==> src/rtl/hive_rbus_regs.sv <==
// Register-bus responder: CTRL, STAT, sticky W1C EVT flags and a TX FIFO behind the rbus.
// Optional interrupt enable register and irq_o are built when HIVE_RBUS_IRQ_EN is defined.
module hive_rbus_regs #(
    parameter int                 ADDR_W   = 8,
    parameter int                 DATA_W   = 32,
    parameter logic [ADDR_W-1:0]  BASE     = 'h10,
    parameter int                 EVT_W    = 8,
    parameter int                 FIFO_D   = 4,
    parameter logic [DATA_W-1:0]  CTRL_RST = '0
) (
    input  logic              clk_i,
    input  logic              rst_n_i,
    input  logic [ADDR_W-1:0] rbus_addr_i,
    input  logic              rbus_wr_i,
    input  logic              rbus_rd_i,
    input  logic [DATA_W-1:0] rbus_wr_data_i,
    output logic [DATA_W-1:0] rbus_rd_data_o,
    output logic [DATA_W-1:0] ctrl_o,
    input  logic [15:0]       status_i,
    input  logic [EVT_W-1:0]  evt_i,
    output logic [DATA_W-1:0] tx_data_o,
    output logic              tx_valid_o,
    input  logic              tx_ready_i,
    output logic              irq_o
);

    localparam int IDX_W = $clog2(FIFO_D);
    localparam int LVL_W = IDX_W + 1;

    localparam logic [ADDR_W-1:0] A_CTRL = BASE;
    localparam logic [ADDR_W-1:0] A_STAT = BASE + ADDR_W'(1);
    localparam logic [ADDR_W-1:0] A_EVT  = BASE + ADDR_W'(2);
    localparam logic [ADDR_W-1:0] A_FIFO = BASE + ADDR_W'(3);

    logic [DATA_W-1:0] ctrl_q, ctrl_d;
    logic [DATA_W-1:0] rd_data_q, rd_data_d;
    logic [EVT_W:0]    evt_q, evt_d;
    logic [LVL_W-1:0]  wr_ptr_q, wr_ptr_d;
    logic [LVL_W-1:0]  rd_ptr_q, rd_ptr_d;
    logic [DATA_W-1:0] fifo_mem_q [FIFO_D];

    logic              sel_ctrl, sel_stat, sel_evt, sel_fifo;
    logic [LVL_W-1:0]  level, free_slots;
    logic              full, empty, push_req, push, pop, overflow;
    logic [EVT_W:0]    evt_clr;
    logic [DATA_W-1:0] rd_mux;

    assign sel_ctrl = (rbus_addr_i == A_CTRL);
    assign sel_stat = (rbus_addr_i == A_STAT);
    assign sel_evt  = (rbus_addr_i == A_EVT);
    assign sel_fifo = (rbus_addr_i == A_FIFO);

    // Pointers carry one extra wrap bit so full and empty are distinguishable.
    assign level      = wr_ptr_q - rd_ptr_q;
    assign free_slots = LVL_W'(FIFO_D) - level;
    assign empty      = (wr_ptr_q == rd_ptr_q);
    assign full       = (wr_ptr_q[LVL_W-1] != rd_ptr_q[LVL_W-1]) &&
                        (wr_ptr_q[IDX_W-1:0] == rd_ptr_q[IDX_W-1:0]);

    assign tx_valid_o = !empty;
    assign tx_data_o  = fifo_mem_q[rd_ptr_q[IDX_W-1:0]];
    assign pop        = tx_valid_o && tx_ready_i;
    assign push_req   = rbus_wr_i && sel_fifo;
    assign push       = push_req && (!full || pop);
    assign overflow   = push_req && full && !pop;

`ifdef HIVE_RBUS_IRQ_EN
    localparam logic [ADDR_W-1:0] A_IEN = BASE + ADDR_W'(4);
    logic           sel_ien;
    logic [EVT_W:0] ien_q, ien_d;
    logic           irq_q, irq_d;

    assign sel_ien = (rbus_addr_i == A_IEN);
    assign ien_d   = (rbus_wr_i && sel_ien) ? rbus_wr_data_i[EVT_W:0] : ien_q;
    // irq follows the stored flags, so it lags the flag update by one cycle.
    assign irq_d   = |(evt_q & ien_q);
    assign irq_o   = irq_q;

    always_ff @(posedge clk_i or negedge rst_n_i) begin
        if (!rst_n_i) begin
            ien_q <= '0;
            irq_q <= 1'b0;
        end else begin
            ien_q <= ien_d;
            irq_q <= irq_d;
        end
    end
`else
    assign irq_o = 1'b0;
`endif

    // Registers see the pre-write value here, so a read colliding with a write returns old data.
    always_comb begin
        rd_mux = '0;
        if (sel_ctrl) begin
            rd_mux = ctrl_q;
        end else if (sel_stat) begin
            rd_mux[15:0]          = status_i;
            rd_mux[LVL_W+15:16]   = level;
        end else if (sel_evt) begin
            rd_mux[EVT_W:0]       = evt_q;
        end else if (sel_fifo) begin
            rd_mux[LVL_W-1:0]     = free_slots;
`ifdef HIVE_RBUS_IRQ_EN
        end else if (sel_ien) begin
            rd_mux[EVT_W:0]       = ien_q;
`endif
        end
    end

    always_comb begin
        rd_data_d = rbus_rd_i ? rd_mux : '0;
        ctrl_d    = (rbus_wr_i && sel_ctrl) ? rbus_wr_data_i : ctrl_q;
        evt_clr   = (rbus_wr_i && sel_evt) ? rbus_wr_data_i[EVT_W:0] : '0;
        // Set is applied after clear so a same-cycle event wins over W1C.
        evt_d     = (evt_q & ~evt_clr) | {overflow, evt_i};
        wr_ptr_d  = push ? wr_ptr_q + LVL_W'(1) : wr_ptr_q;
        rd_ptr_d  = pop  ? rd_ptr_q + LVL_W'(1) : rd_ptr_q;
    end

    always_ff @(posedge clk_i or negedge rst_n_i) begin
        if (!rst_n_i) begin
            rd_data_q <= '0;
            ctrl_q    <= CTRL_RST;
            evt_q     <= '0;
            wr_ptr_q  <= '0;
            rd_ptr_q  <= '0;
        end else begin
            rd_data_q <= rd_data_d;
            ctrl_q    <= ctrl_d;
            evt_q     <= evt_d;
            wr_ptr_q  <= wr_ptr_d;
            rd_ptr_q  <= rd_ptr_d;
        end
    end

    always_ff @(posedge clk_i) begin
        if (push) begin
            fifo_mem_q[wr_ptr_q[IDX_W-1:0]] <= rbus_wr_data_i;
        end
    end

    assign rbus_rd_data_o = rd_data_q;
    assign ctrl_o         = ctrl_q;

endmodule

==> config.mk <==
export PLATFORM = sky130hd
export DESIGN_NAME = hive_rbus_regs
export DESIGN_NICKNAME = d
export VERILOG_FILES = /design/src/rtl/hive_rbus_regs.sv
export SDC_FILE = /design/constraint.sdc
export NUM_CORES = 1
export LEC_CHECK = 0
export BUFFER_PORTS_ARGS = -buffer_cell sky130_fd_sc_hd__buf_2
export CORE_MARGIN = 1.5
export CORE_UTILIZATION = 54
export CTS_CLUSTER_DIAMETER = 80
export DETAILED_ROUTE_END_ITERATION = 16
export PLACE_DENSITY = 0.79
export SETUP_SLACK_MARGIN = 0.4
export SLEW_MARGIN = 20
export SYNTH_ARGS = -nofsm -noshare
export SYNTH_HDL_FRONTEND = slang
export SYNTH_SLANG_ARGS = --single-unit
==> constraint.sdc <==
create_clock -name clk_i -period 3.6 [get_ports clk_i]
set_input_delay 0.18 -clock clk_i [delete_from_list [all_inputs] [get_ports clk_i]]
set_output_delay 0.18 -clock clk_i [all_outputs]
set_load 0.02 [all_outputs]
=== Yosys cells after proc, flatten, opt, wreduce, memory -nomap -nowiden ===
Memories as Yosys holds them, arrays and structs flattened.
Index checks and enable logic that the tools add are counted.

* Add/subtract/negate cells: 4
* Equal/unequal tests: 7
* Multiplexer cells: 11
* Bitwise gates (word level): 3
* Reduce and logical (&&, ||, !) cells: 12

{| class="wikitable"
|+ Operator list
! operator !! count
|-
| 8-bit by 5-bit == test with 1-bit output (second input constant) || 4
|-
| 32-bit 2-to-1 mux || 1
|-
| 19-bit 2-to-1 mux || 1
|-
| 9-bit 2-to-1 mux || 2
|-
| 13-bit 2-to-1 mux || 1
|-
| 10-bit 2-to-1 mux || 1
|-
| 9-bit AND || 1
|-
| 9-bit inverter || 1
|-
| 9-bit OR || 1
|-
| 1-bit logical AND || 8
|-
| 3-bit by 1-bit adder with 3-bit output (second input constant) || 2
|-
| 3-bit 2-to-1 mux || 2
|-
| 6-bit 2-to-1 mux || 1
|-
| 3-bit == test || 1
|-
| 1-bit logical NOT || 3
|-
| 3-bit subtractor || 1
|-
| 3-bit subtractor (first input constant) || 1
|-
| 2-bit == test || 1
|-
| 1-bit 2-to-1 mux || 2
|-
| 1-bit logical OR || 1
|-
| 1-bit != test || 1
|}

* Register bits after elaboration: 79
* Bits in writable memories: 128
* Input port bits: 69
* Output and inout port bits: 98
* Logic and storage cells: 43
* Memories kept: 1

{| class="wikitable"
|+ Memories
! name !! depth !! width !! rd ports !! clocked after memory_dff !! wr ports !! RTL line !! RTL
|-
| fifo_mem_q || 4 || 32 || 1 || 0 || 1 || 40 || <nowiki>logic [DATA_W-1:0] fifo_mem_q [FIFO_D];</nowiki>
|}

=== Depth between registers and ports, before layout ===
Gate-level depths: netlist of the first run.

* Word-level depth: 7
* Depth in mapped cells: 8
* Mapped depth without buffers: 8

=== Worst setup path before layout of the first run ===
Ideal clock, no wire load.

* Path kind: flip-flop to flip-flop
* Start: register rd_ptr_q[1]
* End: memory fifo_mem_q[0][0], enable pin
* Setup time: 0.392 ns
* Arrival time: 2.578 ns
* Required time: 3.208 ns
* Slack: 0.630 ns
* Stages on the path, launching flop included: 9
* Buffers on the path: 2
* Period minus slack after synthesis: 2.970 ns
* Path through: dfrtp_1 clkbuf_1 buf_1 inv_1 ha_1 nand2_1 or3_1 and3_1 and2_1

* Longest elaborated chain between the ends: 7
* Elaborated cells between the ends (all ways): 10
* Those cells by class: eq/ne (2); mux (2); reduce/logical (6)

{| class="wikitable"
|+ RTL lines
! item !! RTL line !! RTL
|-
| start, declared || 39 || <nowiki>logic [LVL_W-1:0] rd_ptr_q, rd_ptr_d;</nowiki>
|-
| start signal, assigned || 133 || <nowiki>rd_ptr_q <= rd_ptr_d;</nowiki>
|-
| 3-bit == test or 2-bit == test (tied branches) || 56, 58 ||
|-
| 1-bit logical NOT or 1-bit logical AND (tied branches) || 60, 57 ||
|-
| 1-bit logical AND or 1-bit logical NOT (tied branches) || 62, 64 ||
|-
| 1-bit logical OR * || 64 || <nowiki>assign push = push_req && (!full || pop);</nowiki>
|-
| 1-bit logical AND * || 64 ||
|-
| 1-bit 2-to-1 mux * || 138 || <nowiki>if (push) begin</nowiki>
|-
| 1-bit 2-to-1 mux (implied by the code) * || 139 || <nowiki>fifo_mem_q[wr_ptr_q[IDX_W-1:0]] <= rbus_wr_data_i;</nowiki>
|-
| end, declared || 40 ||
|}

Every way passes the cells marked *; elsewhere a longest branch is shown, timed or not.

=== Final worst setup path of the first run ===
* Start: register wr_ptr_q[0]
* End: memory fifo_mem_q[2][23], enable pin

* Longest elaborated chain between the ends: 7
* Elaborated cells between the ends (all ways): 10
* Those cells by class: eq/ne (2); mux (2); reduce/logical (6)

{| class="wikitable"
|+ RTL lines
! item !! RTL line !! RTL
|-
| start, declared || 38 || <nowiki>logic [LVL_W-1:0] wr_ptr_q, wr_ptr_d;</nowiki>
|-
| start signal, assigned || 132 || <nowiki>wr_ptr_q <= wr_ptr_d;</nowiki>
|-
| 3-bit == test or 2-bit == test (tied branches) || 56, 58 ||
|-
| 1-bit logical NOT or 1-bit logical AND (tied branches) || 60, 57 ||
|-
| 1-bit logical AND or 1-bit logical NOT (tied branches) || 62, 64 ||
|-
| 1-bit logical OR || 64 ||
|-
| 1-bit logical AND || 64 ||
|-
| 1-bit 2-to-1 mux || 138 ||
|-
| 1-bit 2-to-1 mux (implied by the code) || 139 ||
|}

Parallel ways exist; a longest one is shown, timed or not.

==> impl_metrics.ini, run 1 <==
[critical_path]
endpoint_kind = flip-flop
r2r_slack_ns = 0.99
r2r_end = fifo_mem_q[2][23]$_DFFE_PP_
max_stage_delay_ns = 0.78
startpoint_type = flip-flop
worst_ep_arrival_time_ns = 2.71
critPathTopFamily = simple AND/OR/NAND/NOR gates
cp_cell_sequence = inv_1 -> ha_1 -> nand2_1 -> or3_1 -> and3_1 -> and2_2
crit_type = flip-flop to flip-flop
crit_buf_inv = 1
cp_slowest_cell = and2_2
worst_r2r_startpoint = wr_ptr_q[0]$_DFFE_PN0P_
reg2reg_depth = 6
cp_data_required_time_ns = 3.70
worstPathMaxFanout = 32

[logic_synthesis]
syn_area_mm2 = 0.00795
yosysSeqAreaShare_pct = 73.2
synth_fp_nets = 504
synth_top_flop_cell = edfxtp_1
syn_inst = 426
synth_top_cell_area_share_pct = 48.3
async_reset_ff_share_pct = 38.2
synthTopCellsByArea = edfxtp_1 (48%), dfrtp_1 (25%), mux4_2 (9.3%)
yosys_warnings = 0
synth.avg_cell_area_um2 = 18.7
synth-seq-cells = 207
synth_edf_count = 128
yosys.area.top_type = edfxtp_1
synthDistinctLibCells = 41

[placement]
pre_cts_slack_ns = 1.02
place.gp.congestion = 0.758
hpwl_um = 10400
portBuffers = 165

[die]
io_pins = 167
die_height_um = 124
core_mm2 = 0.0145
die_x_um = 124
rows = 44
start_util_pct = 54.9
dieArea_mm2 = 0.0155

[clock_tree]
cts_sinks = 207
clk_latency_ns = 0.48
htree_levels = 1
postCtsSetupBuffers = 0
clockBufferDepth = 3
ctsResizeCount = 0
cts_hold_buffers = 55
clkTransAtPathRegs_ns = 0.06
tritoncts = done
numCtsBuffers = 21
root_buffer = clkbuf_16

[cells_and_area]
fill_cells = 911
final_nets = 734
n_antenna_cell = 0
syn_to_final_growth_pct = 28.7
drive_gt1_share_pct = 43.1

[global_routing]
grt-ovfl-total = 0
grt_pass1_wl_um = 27000
grt_pass1_vias = 5034
grt_usage_pct = 22.7
grt_max_degree = 80
antenna_found_initial = 0

[timing]
worst_pin_slew_ns = 0.906
fin_crit_sh_pct = 72.5
tns_ns = 0
setup_ws_ns = 0.990
setup_viol = 0
fin_crit_ns = 2.61
finalHoldViolCount = 0
fin_skew_ns = 0.0171
drv_slew = 0
fmax_mhz = 383
rsz0062_at_grt = no
slew-limit-headroom_pct = 39.6

[min_path]
hold_path.class = input pin to flip-flop
hp-start = tx_ready_i
whs_path_depth = 3
holdPathEnd = rd_ptr_q[0]$_DFFE_PN0P_

[power]
p_leak_nw = 4.34
ir_drop_mv = 0.340
powerDensity_mw_per_mm2 = 609

[routing]
remaining_drc_errors = 0
antenna_left = 0
totalWireLength_um = 17100
first_pass_iters = 4
vias = 4668
avgRoutedWirePerCell_um = 20.0
vias_per_cell = 5.47
drtIter0Drc = 231

[status]
status = completed

[flow_run]
drv_cap = 0
[synthesized netlist by cell type (all sizes together), types with 2 or more instances]
master	instances
xnor2	5
or4b	2
mux2i	14
a211oi	4
dfrtp	79
a21o	8
inv	8
clkbuf	6
nand3	2
a21oi	6
nor3	3
nor2	25
mux2	35
nor2b	2
buf	13
edfxtp	128
mux4	33
nand2	13
and2	16
ha	8
[power breakdown]
part / leakage, nW / internal, W / total (W) / switching (W)
Sequential: 2.19 / 0.00257 / 0.00260 / 0.0000311
Combinational: 1.81 / 0.000623 / 0.00142 / 0.000802
Clock: 0.349 / 0.00135 / 0.00221 / 0.000854
Total: 4.34 / 0.00454 / 0.00623 / 0.00169
[kinds of logic after synthesis]
kind of cell | synth area share [%]
multiplexers | 16.1
XOR/XNOR | 0.661
buffers and inverters | 1.57
AO/OA/AOI/OAI | 2.09
other | 0.0472
AND/OR/NAND/NOR | 4.83
flip-flops | 73.2
adder cells (fa/ha/maj) | 1.51
[worst reg2reg max path, delay by kind of cell (launching register included)]
family / cells / cell delay, ns
buffers and inverters: 1 / 0.11
flip-flops: 1 / 0.38
AND/OR/NAND/NOR: 4 / 1.33
adder cells (fa/ha/maj): 1 / 0.39
[stage by stage]
step	cell area (um2)	hold WS [ns]	utilization [%]	power, W	cells
finish	10200	0.0280	70.7	0.00623	854
global route	10200	0.0230	70.7	0.00646	854
CTS	10200	0.0112	70.6	0.00629	854
detailed placement	8970	0.371	62.0	0.00403	762
global placement	8970	0.360	62.0	0.00401	762
floorplan	7950	-0.116	-	0.00360	426
[registers in the layout, summed over array words and instances, names as in the netlist]
name and count:
ctrl_o 32, evt_q 9, rbus_rd_data_o 32, fifo_mem_q 128, rd_ptr_q 3, wr_ptr_q 3
[final cells by class]
class	count	area [um2]	share of cell area (%)
multi-input combinational	192	2010	19.7
clock inverter	10	126	1.24
tap	184	230	2.25
clock buffer	27	579	5.66
inverter	8	30.0	0.294
timing repair buffer	226	1430	14.0
sequential	207	5820	56.9
[worst max path at each step]
stage                                        to  slack [ns]  cells after the start                     from
global route        fifo_mem_q[2][29]$_DFFE_PP_        0.82                      6  wr_ptr_q[0]$_DFFE_PN0P_
finish              fifo_mem_q[2][23]$_DFFE_PP_        0.99                      6  wr_ptr_q[0]$_DFFE_PN0P_
global placement    fifo_mem_q[2][14]$_DFFE_PP_        1.12                      6  wr_ptr_q[0]$_DFFE_PN0P_
detailed placement  fifo_mem_q[2][22]$_DFFE_PP_        1.02                      6  wr_ptr_q[0]$_DFFE_PN0P_
CTS                 fifo_mem_q[2][22]$_DFFE_PP_        0.95                      6  wr_ptr_q[0]$_DFFE_PN0P_
floorplan            fifo_mem_q[0][0]$_DFFE_PP_        0.63                      8  rd_ptr_q[1]$_DFFE_PN0P_
[placed cells by master, fill, tap and decap left out, types with 4 or more instances in the layout]
master / instances
buf_2: 164
edfxtp_1: 128
dfrtp_1: 77
dlygate4sd3_1: 55
mux2_2: 35
mux4_2: 33
nor2_1: 25
clkbuf_16: 22
mux2i_1: 14
nand2_1: 13
and2_2: 13
a21o_1: 8
ha_1: 8
inv_1: 7
a21oi_1: 6
buf_4: 6
xnor2_1: 5
a211oi_1: 4
clkinv_2: 4
clkbuf_1: 4
[routing by layer]
layer  part of all wire, %  global-route usage (%)  up-vias  wire length (um)
met5                     0                       0        -                 0
met4                   3.0                    7.91        0               508
met3                   6.9                    4.51       35              1190
met2                    50                    39.1      196              8580
met1                    40                    28.8     2360              6810
li1                      -                       -     2077                 -
Power figures use the tool's default switching activity.
==> run 2, diff against run 1 <==
--- a/config.mk
+++ b/config.mk
@@ -5,12 +5,13 @@
 export SDC_FILE = /design/constraint.sdc
 export NUM_CORES = 1
 export LEC_CHECK = 0
+export ABC_AREA = 1
 export BUFFER_PORTS_ARGS = -buffer_cell sky130_fd_sc_hd__buf_2
 export CORE_MARGIN = 1.5
-export CORE_UTILIZATION = 54
+export CORE_UTILIZATION = 55
 export CTS_CLUSTER_DIAMETER = 80
 export DETAILED_ROUTE_END_ITERATION = 16
-export PLACE_DENSITY = 0.79
+export PLACE_DENSITY = 0.8
 export SETUP_SLACK_MARGIN = 0.4
 export SLEW_MARGIN = 20
 export SYNTH_ARGS = -nofsm -noshare
==> constraint.sdc (replaced) <==
create_clock -name clk_i -period 2.6 [get_ports clk_i]
set_input_delay 0.13 -clock clk_i [delete_from_list [all_inputs] [get_ports clk_i]]
set_output_delay 0.13 -clock clk_i [all_outputs]
set_load 0.02 [all_outputs]
==> impl_metrics.ini, run 2 <==
[logic_synthesis]
synth_top_cell_area_share_pct = 46.9
yosys.area.top_type = edfxtp_1
yosysMostFrequentCell = edfxtp_1
synth_top_family_by_area = simple AND/OR/NAND/NOR gates
synth.avg_cell_area_um2 = 11.6
synthDistinctLibCells = 31
synth_fa_ha_area_share_pct = 1.47
synth-seq-cells = 207
synth_fp_nets = 783
async_reset_ff_share_pct = 38.2
yosysSeqAreaShare_pct = 71.0
syn_inst = 705
yosys.area_share.simple_pct = 14.9
synth_top_flop_cell = edfxtp_1
synthTopCellsByArea = edfxtp_1 (47%), dfrtp_1 (24%), nand2_1 (4.9%)
synth_commonest_cells = edfxtp_1 (128), nand2_1 (108), nor2_1 (101)
synth_edf_count = 128
synthMuxAreaShare_pct = 0
syn_area_mm2 = 0.00820
synth-xor-area-share_pct = 0.427
synth_compound_area_share_pct = 8.29
yosys_warnings = 0

[cells_and_area]
multi_input_area_mm2 = 0.00215
seqCellArea_mm2 = 0.00582
final_cell_mix = buf_2 (161), edfxtp_1 (128), nand2_1 (107), nor2_1 (97), dfrtp_1 (78)
largest_reg_flops = 128
n_antenna_cell = 0
stdcell_area_mm2 = 0.0109
final_nets = 1026
fill_cells = 898
layout_commonest_cell = buf_2
syn_to_final_growth_pct = 33.2
drive_gt1_share_pct = 25.8
final_cells = 1148

[placement]
hpwl_um = 11900
pre_cts_slack_ns = 0.394
dp.cells = 1038
portBuffers = 165
dpl_cell_area_mm2 = 0.00937
place.gp.congestion = 0.872

[critical_path]
worst_ep_arrival_time_ns = 2.01
worstPathMaxFanout = 33
startpoint_type = flip-flop
cp_data_required_time_ns = 2.47
endpoint_kind = output pin
crit_type = flip-flop to output pin

[global_routing]
grt_pass1_vias = 6444
grt_max_degree = 67
grt-ovfl-total = 0
grt_usage_pct = 27.2
grt_pass1_wl_um = 33700
antenna_found_initial = 0

[power]
p_leak_nw = 4.80
p_clk_share_pct = 33.4
swShare_pct = 33.5
ir_drop_mv = 0.541
switchingPower_w = 0.00326
powerDensity_mw_per_mm2 = 891
combPwrFrac_pct = 29.4
p_seq_share_pct = 37.1
p_int_w = 0.00647

[clock_tree]
numCtsBuffers = 22
clockBufferDepth = 3
clkTransAtPathRegs_ns = 0.07
htree_levels = 1
root_buffer = clkbuf_16
clk_latency_ns = 0.50
tritoncts = done
cts_sinks = 207

[die]
die_height_um = 125
die_x_um = 125
io_pins = 167
core_mm2 = 0.0145
start_util_pct = 56.4
rows = 44
dieArea_mm2 = 0.0156

[timing]
tns_ns = 0
drv_slew = 0
fmax_mhz = 467
worst_pin_slew_ns = 0.761
slew-limit-headroom_pct = 49.3
fin_crit_sh_pct = 82.3
fin_skew_ns = 0.0159
setup_viol = 0
rsz0062_at_grt = no
setup_ws_ns = 0.461
finalHoldViolCount = 0
fin_crit_ns = 2.14
timing.hold.ws_ns = 0.0246

[routing]
drtIter0Drc = 615
remaining_drc_errors = 0
vias_per_cell = 5.69
avgRoutedWirePerCell_um = 19.7
first_pass_iters = 5
totalWireLength_um = 22600
antenna_left = 0
vias = 6530

[flow_run]
drv_cap = 0

[min_path]
hold_path.class = input pin to flip-flop

[status]
status = completed
## run 2: cell types whose count changed in the layout (fill, tap and decap cells not counted), moves of 7 or more
cell           before  now
nand2_1            13  107
nor2_1             25   97
o21ai_0             1   65
nand3_1             1   53
mux2_2             35    0
inv_1               7   41
mux4_2             33    0
o22ai_1             1   31
mux2i_1            14    0
and2_2             13    0
dlygate4sd3_1      55   64
a21oi_1             6   14
buf_4               6   14
nor2_4              0    7
## run 2: cell type report
| cell class | instances | area share (%) |
|---|---|---|
| inverter | 47 | 1.64 |
| clock inverter | 15 | 1.44 |
| tap | 184 | 2.11 |
| clock buffer | 25 | 5.43 |
| timing repair buffer | 251 | 16.3 |
| sequential | 207 | 53.3 |
| multi-input combinational | 419 | 19.7 |
## run 2: path summary, 6_finish.rpt
kind | startpoint | cells after the start | to | slack, ns
max in group asynchronous | rst_n_i | 3 | rbus_rd_data_o[19]$_DFF_PN0_ | 1.63
setup / recovery | rd_ptr_q[0]$_DFFE_PN0P_ | 6 | tx_data_o[11] | 0.46
setup reg to reg | wr_ptr_q[0]$_DFFE_PN0P_ | 8 | fifo_mem_q[0][30]$_DFFE_PP_ | 0.47
hold reg to reg | ctrl_o[11]$_DFFE_PN0P_ | 2 | ctrl_o[11]$_DFFE_PN0P_ | 0.50
min in group asynchronous | rst_n_i | 2 | rbus_rd_data_o[8]$_DFF_PN0_ | 0.22
hold / removal | status_i[5] | 5 | rbus_rd_data_o[5]$_DFF_PN0_ | 0.02
## run 2: stage by stage
step                      total power (W)  utilization (%)
after CTS                         0.00941             74.2
after detailed placement          0.00612             64.5
after global routing               0.0101             75.1
after floorplan                   0.00529                -
after global placement            0.00609             64.5
final                             0.00973             75.1
## run 2: metal layers
metal / wire length, um / up-vias / GRT usage, %
met5: 0 / - / 0
met4: 787 / 0 / 10.8
met3: 2020 / 61 / 5.78
met2: 11100 / 422 / 44.8
met1: 8670 / 3136 / 35.8
li1: - / 2911 / -
## run 2: power by group through the flow
stage | registers (W) | clock network (W) | logic [W]
2_1_floorplan | 0.00369 | 0 | 0.00159
3_3_place_gp | 0.00365 | 0 | 0.00244
3_5_place_dp | 0.00366 | 0 | 0.00247
4_1_cts | 0.00360 | 0.00325 | 0.00257
5_1_grt | 0.00361 | 0.00341 | 0.00307
6_report | 0.00361 | 0.00325 | 0.00286
## run 2: logic make-up after synthesis
kind of cell	count (synthesis)
AO/OA/AOI/OAI	123
XOR/XNOR	4
adder cells (fa/ha/maj)	9
buffers and inverters	79
flip-flops	207
other	1
AND/OR/NAND/NOR	282
## run 2: critical path: stages (launching register included)
cell	delay (ns)
dfrtp_2	0.46
buf_12	0.18
inv_4	0.11
clkbuf_16	0.23
nor2_1	0.07
o22ai_1	0.24
buf_2	0.22
## run 2: what timing repair did
item,CTS,global route
endpoints found under the setup margin,80,114
buffers inserted,2,0
pin swaps,2,3
hold buffers,64,0
gates cloned,0,4
hold endpoints to repair,237,0
gates resized for setup,2,9
==> run 3, diff against run 2 <==
--- a/config.mk
+++ b/config.mk
@@ -8,10 +8,10 @@
 export ABC_AREA = 1
 export BUFFER_PORTS_ARGS = -buffer_cell sky130_fd_sc_hd__buf_2
 export CORE_MARGIN = 1.5
-export CORE_UTILIZATION = 55
+export CORE_UTILIZATION = 49
 export CTS_CLUSTER_DIAMETER = 80
 export DETAILED_ROUTE_END_ITERATION = 16
-export PLACE_DENSITY = 0.8
+export PLACE_DENSITY = 0.75
 export SETUP_SLACK_MARGIN = 0.4
 export SLEW_MARGIN = 20
 export SYNTH_ARGS = -nofsm -noshare
==> constraint.sdc (replaced) <==
create_clock -name clk_i -period 1.8 [get_ports clk_i]
set_input_delay 0.09 -clock clk_i [delete_from_list [all_inputs] [get_ports clk_i]]
set_output_delay 0.09 -clock clk_i [all_outputs]
set_load 0.02 [all_outputs]
==> impl_metrics.ini, run 3 (synthesized netlist as in run 2, its figures left out) <==
[die]
die_height_um = 132
io_pins = 167
die_x_um = 132
core_mm2 = 0.0165
dieArea_mm2 = 0.0175
rows = 47
start_util_pct = 49.8

[routing]
avgRoutedWirePerCell_um = 22.7
totalWireLength_um = 28200
remaining_drc_errors = 0
drtIter0Drc = 641
antenna_left = 0
vias = 7108
vias_per_cell = 5.71
first_pass_iters = 8

[global_routing]
antenna_found_initial = 0
grt-ovfl-total = 0
grt_usage_pct = 27.6
grt_pass1_wl_um = 37600
grt_max_degree = 39
grt_pass1_vias = 6895

[timing]
fin_crit_ns = 2.00
drv_slew = 0
fmax_mhz = 499
fin_skew_ns = 0.0290
setup_ws_ns = -0.204
setup_viol = 165
fin_crit_sh_pct = 111
rsz0062_at_grt = yes
tns_ns = -21.62
finalHoldViolCount = 0

[placement]
portBuffers = 165
pre_cts_slack_ns = -0.0103
dpl_cell_area_mm2 = 0.00978
hpwl_um = 12800
place.gp.congestion = 0.887

[clock_tree]
clockBufferDepth = 3
clkTransAtPathRegs_ns = 0.06
tritoncts = done
htree_levels = 1
numCtsBuffers = 22
cts_sinks = 207
clk_latency_ns = 0.52
root_buffer = clkbuf_16

[cells_and_area]
fill_cells = 913
multi_input_area_mm2 = 0.00280
layout_commonest_cell = buf_2
stdcell_area_mm2 = 0.0127
n_antenna_cell = 0
final_util_pct = 77.1
final_cell_mix = buf_2 (132), edfxtp_1 (128), nand2_1 (102), dfrtp_1 (78), dlygate4sd3_1 (69)
final_nets = 1087
syn_to_final_growth_pct = 54.9
largest_reg_flops = 128
seqCellArea_mm2 = 0.00582
drive_gt1_share_pct = 41.1

[min_path]
hold_path.class = input pin to flip-flop

[status]
status = finished, violations left
violations = negative setup slack

[critical_path]
cp_data_required_time_ns = 1.71
crit_type = flip-flop to output pin
worstPathMaxFanout = 8
endpoint_kind = output pin
startpoint_type = flip-flop
worst_ep_arrival_time_ns = 1.91

[power]
finalPower_w = 0.0173
p_leak_nw = 5.47
powerDensity_mw_per_mm2 = 1370
ir_drop_mv = 0.929

[flow_run]
drv_cap = 0
## run 3: cell count changes in the layout (fill, tap and decap cells not counted), sizes merged
cell,before,now
buf,182,235
clkbuf,30,37
dlygate4sd3,64,69
clkinvlp,3,0
bufinv,3,1
clkinv,8,10
inv,48,46
nor2,106,107
## run 3: critical path, stage by stage, from the launching register on
cell and delay, ns:
dfrtp_2 0.44, buf_12 0.16, buf_4 0.15, o21ai_0 0.33, o22ai_2 0.15, buf_6 0.15
## run 3: per-layer routing
layer | wire, um | global-route usage (%)
met1 | 10600 | 35.7
met2 | 13900 | 47.2
met3 | 2360 | 4.96
met4 | 1350 | 9.89
met5 | 0 | 0
## run 3: what timing repair did
| action | CTS | global route |
|---|---|---|
| cloned | 8 | 9 |
| buffers inserted | 21 | 8 |
| pin swaps | 19 | 23 |
| setup endpoints to repair | 168 | 181 |
| gates resized for setup | 188 | 102 |
| hold buffers | 69 | 0 |
| hold endpoints to repair | 264 | 0 |
## run 3: path summary, 6_finish.rpt
check | from | end | slack, ns | cells after the start
setup reg to reg | rd_ptr_q[0]$_DFFE_PN0P_ | fifo_mem_q[3][9]$_DFFE_PP_ | -0.19 | 9
hold reg to reg | ctrl_o[19]$_DFFE_PN0P_ | rbus_rd_data_o[19]$_DFF_PN0_ | 0.50 | 2
setup / recovery | rd_ptr_q[0]$_DFFE_PN0P_ | tx_data_o[30] | -0.20 | 5
max in group asynchronous | rst_n_i | ctrl_o[31]$_DFFE_PN0P_ | 1.14 | 3
hold / removal | status_i[2] | rbus_rd_data_o[2]$_DFF_PN0_ | 0.05 | 5
min in group asynchronous | rst_n_i | ctrl_o[10]$_DFFE_PN0P_ | 0.08 | 2
## run 3: power breakdown
group	switching [W]	internal [W]	total (W)
Combinational	0.00407	0.00356	0.00763
Clock	0.00189	0.00262	0.00451
Sequential	0.0000752	0.00513	0.00521
## run 3: through the flow
step,hold slack (ns),std cells
5_1_grt,0.0743,1245
3_5_place_dp,0.0557,1090
2_1_floorplan,-0.206,705
4_1_cts,0.0452,1228
3_3_place_gp,0.0527,1090
6_report,0.0535,1245
## run 3: cell type report
cell class	count	share of cell area, %
clock buffers	30	4.99
clock inverters	10	0.660
inverters	47	1.60
multi-input cells	420	22.1
flip-flops and latches	207	45.8
well taps	220	2.17
repair buffers	311	22.7
